===== src/rtl/turing_engine_pkg.sv =====
// Shared types for the Turing-machine engine: FSM states, result codes and
// the rule-entry layout at the default state/symbol widths.
package tm_pkg;

    typedef enum logic [2:0] {
        IDLE, CLR, CLRW, RD, LOOK, WR, STEP, FIN
    } tm_state_e;

    typedef enum logic [1:0] {
        RES_NONE  = 2'd0,
        RES_HALT  = 2'd1,
        RES_LIMIT = 2'd2,
        RES_STOP  = 2'd3
    } tm_result_e;

    localparam int unsigned TM_QBITS = 2;
    localparam int unsigned TM_SBITS = 4;

    localparam logic [TM_QBITS-1:0] HALT = '1;

    typedef struct packed {
        logic [TM_SBITS-1:0] newsym;
        logic                dir;
        logic [TM_QBITS-1:0] next;
    } tm_rule_t;

endpackage


===== src/rtl/turing_engine_if.sv =====
// Tape memory handshake between the engine (master) and the DRAM controller.
interface turing_engine_if #(
    parameter int unsigned ABITS = 18,
    parameter int unsigned SBITS = 4
);
    logic [ABITS-1:0] m_addr;
    logic             m_write;
    logic             m_ena;
    logic [SBITS-1:0] wr_data;
    logic [SBITS-1:0] rd_data;
    logic             m_busy;
    logic             m_ack;

    modport master (
        output m_addr, m_write, m_ena, wr_data,
        input  rd_data, m_busy, m_ack
    );

    modport slave (
        input  m_addr, m_write, m_ena, wr_data,
        output rd_data, m_busy, m_ack
    );
endinterface


===== src/rtl/turing_engine_rule_ram.sv =====
// Transition table: synchronous RAM, one write port, one enabled read port.
// Contents are deliberately not reset.
module tm_rule_ram #(
    parameter int unsigned AW = 6,
    parameter int unsigned DW = 7
) (
    input  logic          clk,
    input  logic          i_we,
    input  logic [AW-1:0] i_waddr,
    input  logic [DW-1:0] i_wdata,
    input  logic          i_re,
    input  logic [AW-1:0] i_raddr,
    output logic [DW-1:0] o_rdata
);
    logic [DW-1:0] r_mem [0:(1 << AW)-1];
    logic [DW-1:0] r_rdata;

    always_ff @(posedge clk) begin
        if (i_we) r_mem[i_waddr] <= i_wdata;
        if (i_re) r_rdata <= r_mem[i_raddr];
    end

    assign o_rdata = r_rdata;
endmodule


===== src/rtl/turing_engine.sv =====
// Turing-machine engine: run-time loaded transition table, tape held in
// external memory, step/sigma counters and termination reporting.
module turing_engine
    import tm_pkg::*;
#(
    parameter int unsigned ABITS = 18,
    parameter int unsigned SBITS = 4,
    parameter int unsigned QBITS = 2,
    parameter int unsigned CBITS = 40
) (
    input  logic                   clk,
    input  logic                   rst,
    input  logic                   start,
    input  logic                   stop,
    input  logic [CBITS-1:0]       max_steps,
    input  logic                   rule_we,
    input  logic [QBITS+SBITS-1:0] rule_addr,
    input  logic [SBITS+QBITS:0]   rule_data,
    output logic                   busy,
    output logic                   done,
    output logic [1:0]             result,
    output logic                   wrapped,
    output logic [CBITS-1:0]       steps,
    output logic [CBITS-1:0]       sigma,
    output logic [ABITS-1:0]       head,
    turing_engine_if.master        mem
);
    typedef struct packed {
        logic [SBITS-1:0] newsym;
        logic             dir;
        logic [QBITS-1:0] next;
    } rule_t;

    localparam logic [QBITS-1:0] Q_HALT = '1;
    localparam logic [ABITS-1:0] A_MID  = {1'b1, {(ABITS-1){1'b0}}};

    tm_state_e        r_state, w_state_nxt;
    tm_result_e       r_result, w_step_result;
    logic [QBITS-1:0] r_q;
    logic [SBITS-1:0] r_sym;
    logic [ABITS-1:0] r_addr, r_head, w_head_nxt;
    logic [CBITS-1:0] r_steps, r_sigma, w_steps_inc;
    logic             r_wrapped, r_stop_pend, r_acked, r_ena_q;
    logic             w_req, w_write, w_ram_re, w_xfer_done;
    logic             w_stop_any, w_limit, w_cross;
    logic [SBITS+QBITS:0] w_ram_rdata;
    rule_t            w_rule;

    tm_rule_ram #(.AW(QBITS+SBITS), .DW(SBITS+QBITS+1)) u_rules (
        .clk     (clk),
        .i_we    (rule_we && !busy),
        .i_waddr (rule_addr),
        .i_wdata (rule_data),
        .i_re    (w_ram_re),
        .i_raddr ({r_q, mem.rd_data}),
        .o_rdata (w_ram_rdata)
    );

    assign w_rule      = w_ram_rdata;
    assign w_xfer_done = (mem.m_ack || r_acked) && !mem.m_busy;
    assign w_stop_any  = r_stop_pend || stop;
    assign w_steps_inc = (r_steps == '1) ? r_steps : r_steps + CBITS'(1);
    assign w_limit     = (max_steps != '0) && (w_steps_inc == max_steps);
    assign w_head_nxt  = w_rule.dir ? r_head + ABITS'(1) : r_head - ABITS'(1);
    assign w_cross     = w_rule.dir ? (r_head == '1) : (r_head == '0);

    always_comb begin
        w_step_result = RES_NONE;
        if (w_rule.next == Q_HALT) w_step_result = RES_HALT;
        else if (w_limit)          w_step_result = RES_LIMIT;
        else if (w_stop_any)       w_step_result = RES_STOP;
    end

    always_comb begin
        w_state_nxt = r_state;
        w_req       = 1'b0;
        w_write     = 1'b0;
        w_ram_re    = 1'b0;
        case (r_state)
            IDLE: if (start) w_state_nxt = CLR;
            CLR: begin
                w_req   = 1'b1;
                w_write = 1'b1;
                if (mem.m_ack) w_state_nxt = CLRW;
            end
            CLRW: if (!mem.m_busy) begin
                if (w_stop_any)         w_state_nxt = FIN;
                else if (r_addr == '1)  w_state_nxt = RD;
                else                    w_state_nxt = CLR;
            end
            RD: begin
                w_req = !r_acked;
                if (w_xfer_done) begin
                    w_ram_re    = 1'b1;
                    w_state_nxt = LOOK;
                end
            end
            LOOK: w_state_nxt = (w_rule.newsym == r_sym) ? STEP : WR;
            WR: begin
                w_req   = !r_acked;
                w_write = 1'b1;
                if (w_xfer_done) w_state_nxt = STEP;
            end
            STEP: w_state_nxt = (w_step_result != RES_NONE) ? FIN : RD;
            FIN:  w_state_nxt = IDLE;
            default: w_state_nxt = IDLE;
        endcase
    end

    // A request may only rise while the memory is idle; once raised it is held until acked.
    assign mem.m_ena   = w_req && (r_ena_q || !mem.m_busy);
    assign mem.m_write = w_write;
    assign mem.m_addr  = r_addr;
    assign mem.wr_data = (r_state == WR) ? w_rule.newsym : '0;

    assign busy    = (r_state != IDLE);
    assign done    = (r_state == FIN);
    assign result  = r_result;
    assign wrapped = r_wrapped;
    assign steps   = r_steps;
    assign sigma   = r_sigma;
    assign head    = r_head;

    always_ff @(posedge clk) begin
        if (rst) r_state <= IDLE;
        else     r_state <= w_state_nxt;
    end

    always_ff @(posedge clk) begin
        if (rst) begin
            r_result    <= RES_NONE;
            r_q         <= '0;
            r_sym       <= '0;
            r_addr      <= '0;
            r_head      <= '0;
            r_steps     <= '0;
            r_sigma     <= '0;
            r_wrapped   <= 1'b0;
            r_stop_pend <= 1'b0;
            r_acked     <= 1'b0;
            r_ena_q     <= 1'b0;
        end else begin
            r_ena_q <= mem.m_ena;
            r_acked <= (r_state == w_state_nxt) && (r_acked || mem.m_ack);
            if (busy && stop) r_stop_pend <= 1'b1;
            case (r_state)
                IDLE: if (start) begin
                    r_steps     <= '0;
                    r_sigma     <= '0;
                    r_wrapped   <= 1'b0;
                    r_result    <= RES_NONE;
                    r_addr      <= '0;
                    r_stop_pend <= 1'b0;
                end
                CLRW: if (!mem.m_busy) begin
                    if (w_stop_any) begin
                        r_result <= RES_STOP;
                    end else if (r_addr == '1) begin
                        r_addr <= A_MID;
                        r_head <= A_MID;
                        r_q    <= '0;
                    end else begin
                        r_addr <= r_addr + ABITS'(1);
                    end
                end
                RD: if (w_ram_re) r_sym <= mem.rd_data;
                STEP: begin
                    r_steps <= w_steps_inc;
                    if (r_sym == '0 && w_rule.newsym != '0)
                        r_sigma <= r_sigma + CBITS'(1);
                    else if (r_sym != '0 && w_rule.newsym == '0)
                        r_sigma <= r_sigma - CBITS'(1);
                    r_head <= w_head_nxt;
                    r_addr <= w_head_nxt;
                    if (w_cross) r_wrapped <= 1'b1;
                    r_q <= w_rule.next;
                    if (w_step_result != RES_NONE) r_result <= w_step_result;
                end
                default: ;
            endcase
        end
    end
endmodule

===== src/flat_wrapper.sv =====
// flat-port wrapper written by rule: the top's interface ports become plain ports
module turing_engine_flat import tm_pkg::*;
#(
    parameter int unsigned ABITS = 18,
    parameter int unsigned SBITS = 4,
    parameter int unsigned QBITS = 2,
    parameter int unsigned CBITS = 40
)
  (clk, rst, start, stop, max_steps, rule_we, rule_addr, rule_data, busy, done, result, wrapped, steps, sigma, head, mem_m_addr, mem_m_write, mem_m_ena, mem_wr_data, mem_rd_data, mem_m_busy, mem_m_ack);
  turing_engine_if #(.ABITS(ABITS), .SBITS(SBITS)) mem_i ();
  input  logic clk;
  input  logic rst;
  input  logic start;
  input  logic stop;
  input  logic [CBITS-1:0] max_steps;
  input  logic rule_we;
  input  logic [QBITS+SBITS-1:0] rule_addr;
  input  logic [SBITS+QBITS:0] rule_data;
  output logic busy;
  output logic done;
  output logic [1:0] result;
  output logic wrapped;
  output logic [CBITS-1:0] steps;
  output logic [CBITS-1:0] sigma;
  output logic [ABITS-1:0] head;
  output wire logic [$bits(mem_i.m_addr)-1:0] mem_m_addr;
  output wire logic [$bits(mem_i.m_write)-1:0] mem_m_write;
  output wire logic [$bits(mem_i.m_ena)-1:0] mem_m_ena;
  output wire logic [$bits(mem_i.wr_data)-1:0] mem_wr_data;
  input wire logic [$bits(mem_i.rd_data)-1:0] mem_rd_data;
  input wire logic [$bits(mem_i.m_busy)-1:0] mem_m_busy;
  input wire logic [$bits(mem_i.m_ack)-1:0] mem_m_ack;
  assign mem_m_addr = mem_i.m_addr;
  assign mem_m_write = mem_i.m_write;
  assign mem_m_ena = mem_i.m_ena;
  assign mem_wr_data = mem_i.wr_data;
  assign mem_i.rd_data = mem_rd_data;
  assign mem_i.m_busy = mem_m_busy;
  assign mem_i.m_ack = mem_m_ack;
  turing_engine #(.ABITS(ABITS), .SBITS(SBITS), .QBITS(QBITS), .CBITS(CBITS)) u_core (.clk(clk), .rst(rst), .start(start), .stop(stop), .max_steps(max_steps), .rule_we(rule_we), .rule_addr(rule_addr), .rule_data(rule_data), .busy(busy), .done(done), .result(result), .wrapped(wrapped), .steps(steps), .sigma(sigma), .head(head), .mem(mem_i));
endmodule

===== config.mk =====
export PLATFORM = sky130hd
export DESIGN_NAME = turing_engine_flat
export DESIGN_NICKNAME = d
export VERILOG_FILES = /design/src/rtl/turing_engine_pkg.sv /design/src/rtl/turing_engine_if.sv /design/src/rtl/turing_engine_rule_ram.sv /design/src/rtl/turing_engine.sv /design/src/flat_wrapper.sv
export SDC_FILE = /design/constraint.sdc
export NUM_CORES = 1
export LEC_CHECK = 0
export ABC_AREA = 1
export BUFFER_PORTS_ARGS = -buffer_cell sky130_fd_sc_hd__buf_4
export CAP_MARGIN = 5
export CORE_ASPECT_RATIO = 0.7
export CORE_MARGIN = 2
export CORE_UTILIZATION = 35
export DETAILED_ROUTE_END_ITERATION = 16
export PLACE_DENSITY = 0.62
export SYNTH_ARGS = -nofsm -noshare
export SYNTH_HDL_FRONTEND = slang
export SYNTH_SLANG_ARGS = --single-unit

===== constraint.sdc =====
create_clock -name clk -period 5.1 [get_ports clk]
set_clock_uncertainty 0.05 [all_clocks]
set_input_delay 1.02 -clock clk [delete_from_list [all_inputs] [get_ports clk]]
set_output_delay 1.02 -clock clk [all_outputs]
set_load 0.01 [all_outputs]

==> impl_metrics.yaml, run 1 <==
routing:
  vias_per_cell: 5.27
  wl_per_cell_um: 19.2
  dr.pass1.iters: 8
  postRouteAntennaNets: 0
  wl_met2_um: 36300
  vias: 23400
  drc_errors: 0
  met1Wirelength_um: 40600
  wl_met3_um: 6430
  wl_um: 85300
  highest_layer: "met4"
  drtIter0Drc: 2568
grt:
  overflow: 0
  grt_pass1_wl_um: 130000
  antenna_found_initial: 0
  track_usage: 0.196
  grt_pass1_vias: 21400
  grt_max_degree: 163
final_layout:
  nets: 3444
  seq_area_um2: 16300
  utilization: 0.410
  final_layout_size_suffix_gt1_frac: 0.0947
  syn_to_final_growth_pct: 15.7
  multi_input_area_um2: 10900
  nFillCells: 8023
  diodes: 0
logic_synthesis:
  syn_inst: 3191
  yosysTopAreaCellShare: 0.478
  yosysTopAreaCell: "edfxtp_1"
  synthesis.nets: 3313
  synthMuxAreaShare: 0
  postSynthAreaPerCell_um2: 8.97
  synthFlopType: "edfxtp_1"
  syn_area_um2: 28600
  ys_top_cells_by_area: "edfxtp_1 48%, dfxtp_1 9.2%, nand2_1 7.3%"
  yosysWarnings: 0
  synthSimpleGateAreaFrac: 0.188
  netlist-cell-type-count: 51
  synth_compound_area_frac: 0.156
  synth_xor_area_frac: 0.0116
  synthTopCellsByCount: "556 x nand2_1, 546 x nor2_1, 455 x edfxtp_1, 380 x o21ai_0, 236 x a21oi_1"
  synthAdderAreaFrac: 0.0259
  synth-seq-area-share: 0.569
  async_flop_share: 0
  yosys_register_bits: 586
  synth_top_family_by_area: "simple AND/OR/NAND/NOR gates"
  synth-edff-count: 455
  synth_most_common_cell: "nand2_1"
clock_tree:
  clk_latency_ps: 690
  ctsHoldBuffers: 0
  htreeDepth: 2
  clk_pin_slew_ps: 70
  cts_tree: "yes"
  cts_setup_buffers: 0
  clk_path_buf_depth: 3
  cts_root_buf: "clkbuf_16"
  cts_resized: 0
  clock_sinks: 586
  cts_inserted_buffers: 57
pwr:
  vdd.ir_drop.worst_mv: 0.277
  p_leak_nw: 12.1
  finalPower_mw: 10.6
  p_per_area_nw_per_um2: 321
sta:
  fmax_ghz: 0.242
  setup_viol: 0
  whs_ps: 425
  min_period_over_period: 0.810
  hold_viol: 0
  slew_headroom: 0.223
  rsz0062_at_grt: "false"
  fin_setup_tns_ps: 0
  post-route-min-period_ps: 4130
  tightestPinTransition_ps: 1160
  report.final.slew_viol_count: 0
status:
  status: "completed"
placed_design:
  io_buffers: 190
  place.gp.congestion: 0.911
  place_hpwl_um: 56200
setup_path:
  end_kind: "register"
  critPathKind: "register to register"
  start_kind: "register"
  worst_r2r_path_depth: 22
  required_ps: 5540
  crit_path_end: "u_core.sigma[39]"
  critPathLaunch: "u_core.r_sym[3]"
  arrival_ps: 4570
  regToRegSetupSlack_ps: 970
  reg2reg_to: "u_core.sigma[39]"
  timing.rr.start: "u_core.r_sym[3]"
  crit_fanout: 20
floorplan:
  die_y_um: 243
  die-width_um: 346
  die_area_um2: 84100
  rows: 87
  ioPinCount: 191
  initial_utilization: 0.354
  core-area_um2: 80800
flow_run:
  drv_cap: 0
worst_hold_path:
  min_path_type: "register to register"
layer usage:
layer,global-route usage,vias to the layer above
li1,-,11400
met1,0.294,11000
met2,0.288,850
met3,0.0376,133
met4,0.0509,0
met5,0,-
cell usage in the layout (no fill, tap or decap), types with 4 or more instances in the layout:
cell / n
a21o_1: 4
a21oi_1: 235
a31oi_1: 12
and3_1: 4
buf_12: 4
buf_4: 203
bufinv_16: 11
clkbuf_1: 8
clkbuf_16: 57
clkinv_1: 13
clkinv_2: 8
dfxtp_1: 131
edfxtp_1: 455
ha_1: 56
inv_1: 224
nand2_1: 556
nand3_1: 133
nand4_1: 41
nor2_1: 545
nor3_1: 14
nor4_1: 12
o211ai_1: 14
o21a_1: 6
o21ai_0: 380
o21bai_1: 8
o221ai_1: 15
o22ai_1: 127
or2_2: 5
xnor2_1: 17
xor2_1: 21
worst min path at each step:
stage | start | to | cells after the start
after floorplan | u_core.wrapped | u_core.wrapped | 2
after global placement | u_core.wrapped | u_core.wrapped | 2
after detailed placement | u_core.wrapped | u_core.wrapped | 2
after CTS | u_core.wrapped | u_core.wrapped | 2
after global routing | u_core.wrapped | u_core.wrapped | 2
final | u_core.wrapped | u_core.wrapped | 2
power by group:
part,leakage (nW),internal [mW],switching [mW]
sequential,5.15,5.17,0.0216
clock,0.982,2.67,1.94
combinational,5.99,0.216,0.608
total,12.1,8.06,2.57
flip-flops by register name, indices dropped and copies added (netlist names):
| register | cells |
|---|---|
| u_core.u_rules.r_mem | 448 |
| u_core.sigma | 40 |
| u_core.steps | 40 |
| u_core.head | 18 |
| u_core.mem.m_addr | 18 |
| u_core.u_rules.o_rdata | 7 |
| u_core.r_sym | 4 |
| u_core.r_state | 3 |
| u_core.r_q | 2 |
| u_core.result | 2 |
| u_core.r_acked | 1 |
| u_core.r_ena_q | 1 |
| u_core.r_stop_pend | 1 |
| u_core.wrapped | 1 |
worst max-delay path: stages, from the launching register on:
cell     delay [ps]
dfxtp_1         330
nor4_1          310
inv_1            90
nor2_1          240
inv_1           410
ha_1            540
nand3_1         120
nand2_1          80
nand2_1          70
nand2_1          60
a21oi_1          70
inv_1            80
nand2_1          70
nand3_1          70
o21ai_0         120
o21ai_0         530
nand3_1         180
nand2_1         210
nand2_1         100
nand2_1          70
nand2_1          50
nand3_1          60
a21oi_1          70
layout make-up:
cell class / count / area share
Sequential cell: 586 / 0.492
Multi-Input combinational cell: 2237 / 0.330
Timing Repair Buffer: 208 / 0.0488
Clock buffer: 68 / 0.0453
Tap cell: 1068 / 0.0404
Inverter: 232 / 0.0265
Clock inverter: 38 / 0.0166
per-stage QoR:
| step | worst slack, ps | cells | cell area, µm² |
|---|---|---|---|
| 2_1_floorplan | 1530 | 3191 | 28600 |
| 3_3_place_gp | 1060 | 4331 | 31000 |
| 3_5_place_dp | 1070 | 4331 | 31000 |
| 4_1_cts | 1050 | 4437 | 33100 |
| 5_1_grt | 472 | 4437 | 33100 |
| 6_report | 968 | 4437 | 33100 |
cells by family (layout without fill, tap and decap cells):
kind of cell / count (synthesis) / count (layout)
xor+xnor: 38 / 38
compound gates: 818 / 818
buf+inv: 368 / 546
simple gates: 1323 / 1323
flops: 586 / 586
fa+ha+maj: 58 / 58
Power figures use the tool's default switching activity.
==> run 2, diff against run 1 <==
clock period = 4.3 ns   (was 5.1 ns; I/O delays follow)
==> run 2 against run 1 <==
Against the previous run: via count increased by 0.56%; flip-flop and latch count unchanged; count of clock-buffer cells in the layout decreased by 2; design area increased by 0.32%; hold slack got worse by 4.9 ps; global-route usage increased by 0.15 points; non-clock buffer count increased by 6; setup slack got worse by 450 ps.
==> impl_metrics.yaml, run 2 (synthesized netlist as in run 1, its figures left out) <==
status:
  status: "completed"
clock_tree:
  ctsHoldBuffers: 0
  cts_resized: 0
  clk_path_buf_depth: 3
  cts_root_buf: "clkbuf_16"
  cts_tree: "yes"
  clk_latency_ps: 660
  clock_sinks: 586
  cts_setup_buffers: 0
  clk_pin_slew_ps: 60
  htreeDepth: 2
  cts_inserted_buffers: 58
placed_design:
  place_hpwl_um: 56000
  place.gp.congestion: 0.930
  preCtsSetupSlack_ps: 601
  io_buffers: 190
grt:
  grt_pass1_vias: 21300
  use_met1: 0.298
  track_usage: 0.197
  grt-busiest-layer: "met1"
  grt_pass1_wl_um: 130000
  overflow: 0
  antenna_found_initial: 1
  met3_usage: 0.0336
  grtUsageMet2: 0.290
  grt_max_degree: 113
floorplan:
  die_y_um: 243
  ioPinCount: 191
  rows: 87
  initial_utilization: 0.354
  core-area_um2: 80800
  die_area_um2: 84100
  die-width_um: 346
routing:
  wl_um: 85900
  drtIter0Drc: 2685
  wl_per_cell_um: 19.3
  dr.pass1.iters: 6
  vias_per_cell: 5.29
  drc_errors: 0
  vias: 23500
  postRouteAntennaNets: 0
sta:
  slew_headroom: 0.226
  report.final.slew_viol_count: 0
  fmax_ghz: 0.265
  hold_viol: 0
  whs_ps: 420
  fin_setup_tns_ps: 0
  rsz0062_at_grt: "false"
  min_period_over_period: 0.879
  setup_viol: 0
  tightestPinTransition_ps: 1160
  setup_ws_ps: 520
  post-route-min-period_ps: 3780
pwr:
  p_per_area_nw_per_um2: 381
  finalPower_mw: 12.6
  p_leak_nw: 12.2
  vdd.ir_drop.worst_mv: 0.334
final_layout:
  largest_reg_flops: 448
  nFillCells: 7973
  diodes: 0
  final_cell_mix: "556 x nand2_1, 545 x nor2_1, 455 x edfxtp_1"
  final_layout_size_suffix_gt1_frac: 0.0986
  syn_to_final_growth_pct: 16.0
  nets: 3451
  max_flop_register: "u_core.u_rules.r_mem"
  final_common_cell: "nand2_1"
setup_path:
  critPathLaunch: "u_core.r_sym[3]"
  required_ps: 4770
  crit_fanout: 17
  timing.rr.start: "u_core.r_sym[3]"
  arrival_ps: 4250
  end_kind: "register"
  critPathKind: "register to register"
  start_kind: "register"
worst_hold_path:
  min_path_type: "register to register"
  hp-start: "u_core.wrapped"
flow_run:
  drv_cap: 0
==> run 2: final timing paths <==
kind,endpoint,slack (ps),depth (start not counted)
max reg2reg,u_core.sigma[33],520,19
min,u_core.wrapped,420,2
max,u_core.sigma[33],520,19
min reg2reg,u_core.wrapped,420,2
==> run 2: routing by layer <==
| layer | vias up | routed length (µm) |
|---|---|---|
| met4 | 2 | 2150 |
| met5 | - | 13 |
| li1 | 11400 | - |
| met2 | 927 | 36700 |
| met1 | 11000 | 40100 |
| met3 | 130 | 6880 |
==> run 2: layout make-up <==
type                            instances  area, µm²  area share
Sequential cell                       586      16300       0.491
Multi-Input combinational cell       2237      10900       0.329
Timing Repair Buffer                  214       1690      0.0508
Clock buffer                           66       1520      0.0457
Tap cell                             1068       1340      0.0402
Inverter                              232        876      0.0264
Clock inverter                         43        564      0.0170
==> run 2: worst max-delay path: stages (launching register included) <==
cell	delay (ps)
dfxtp_1	330
nor4_1	300
inv_1	90
nor2_1	230
inv_1	140
buf_4	240
ha_1	390
nand2_1	120
nor3_1	320
nand4_1	120
o21ai_0	470
nand2_1	100
nand2_1	180
nand3_1	100
nand2_1	120
nand2_1	60
nand2_1	70
a21oi_1	60
o21ai_0	80
a21oi_1	80
==> run 2: power breakdown <==
group          total [mW]  switching, mW  internal (mW)
combinational       0.981          0.719          0.262
sequential           6.15         0.0224           6.13
clock                5.50           2.34           3.17
==> run 2: metrics by stage <==
| stage | cell area, µm² | cells | utilization |
|---|---|---|---|
| CTS | 33200 | 4446 | 0.411 |
| global route | 33200 | 4446 | 0.411 |
| floorplan | 28600 | 3191 | - |
| global placement | 31100 | 4337 | 0.385 |
| detailed placement | 31100 | 4337 | 0.385 |
| finish | 33200 | 4446 | 0.411 |
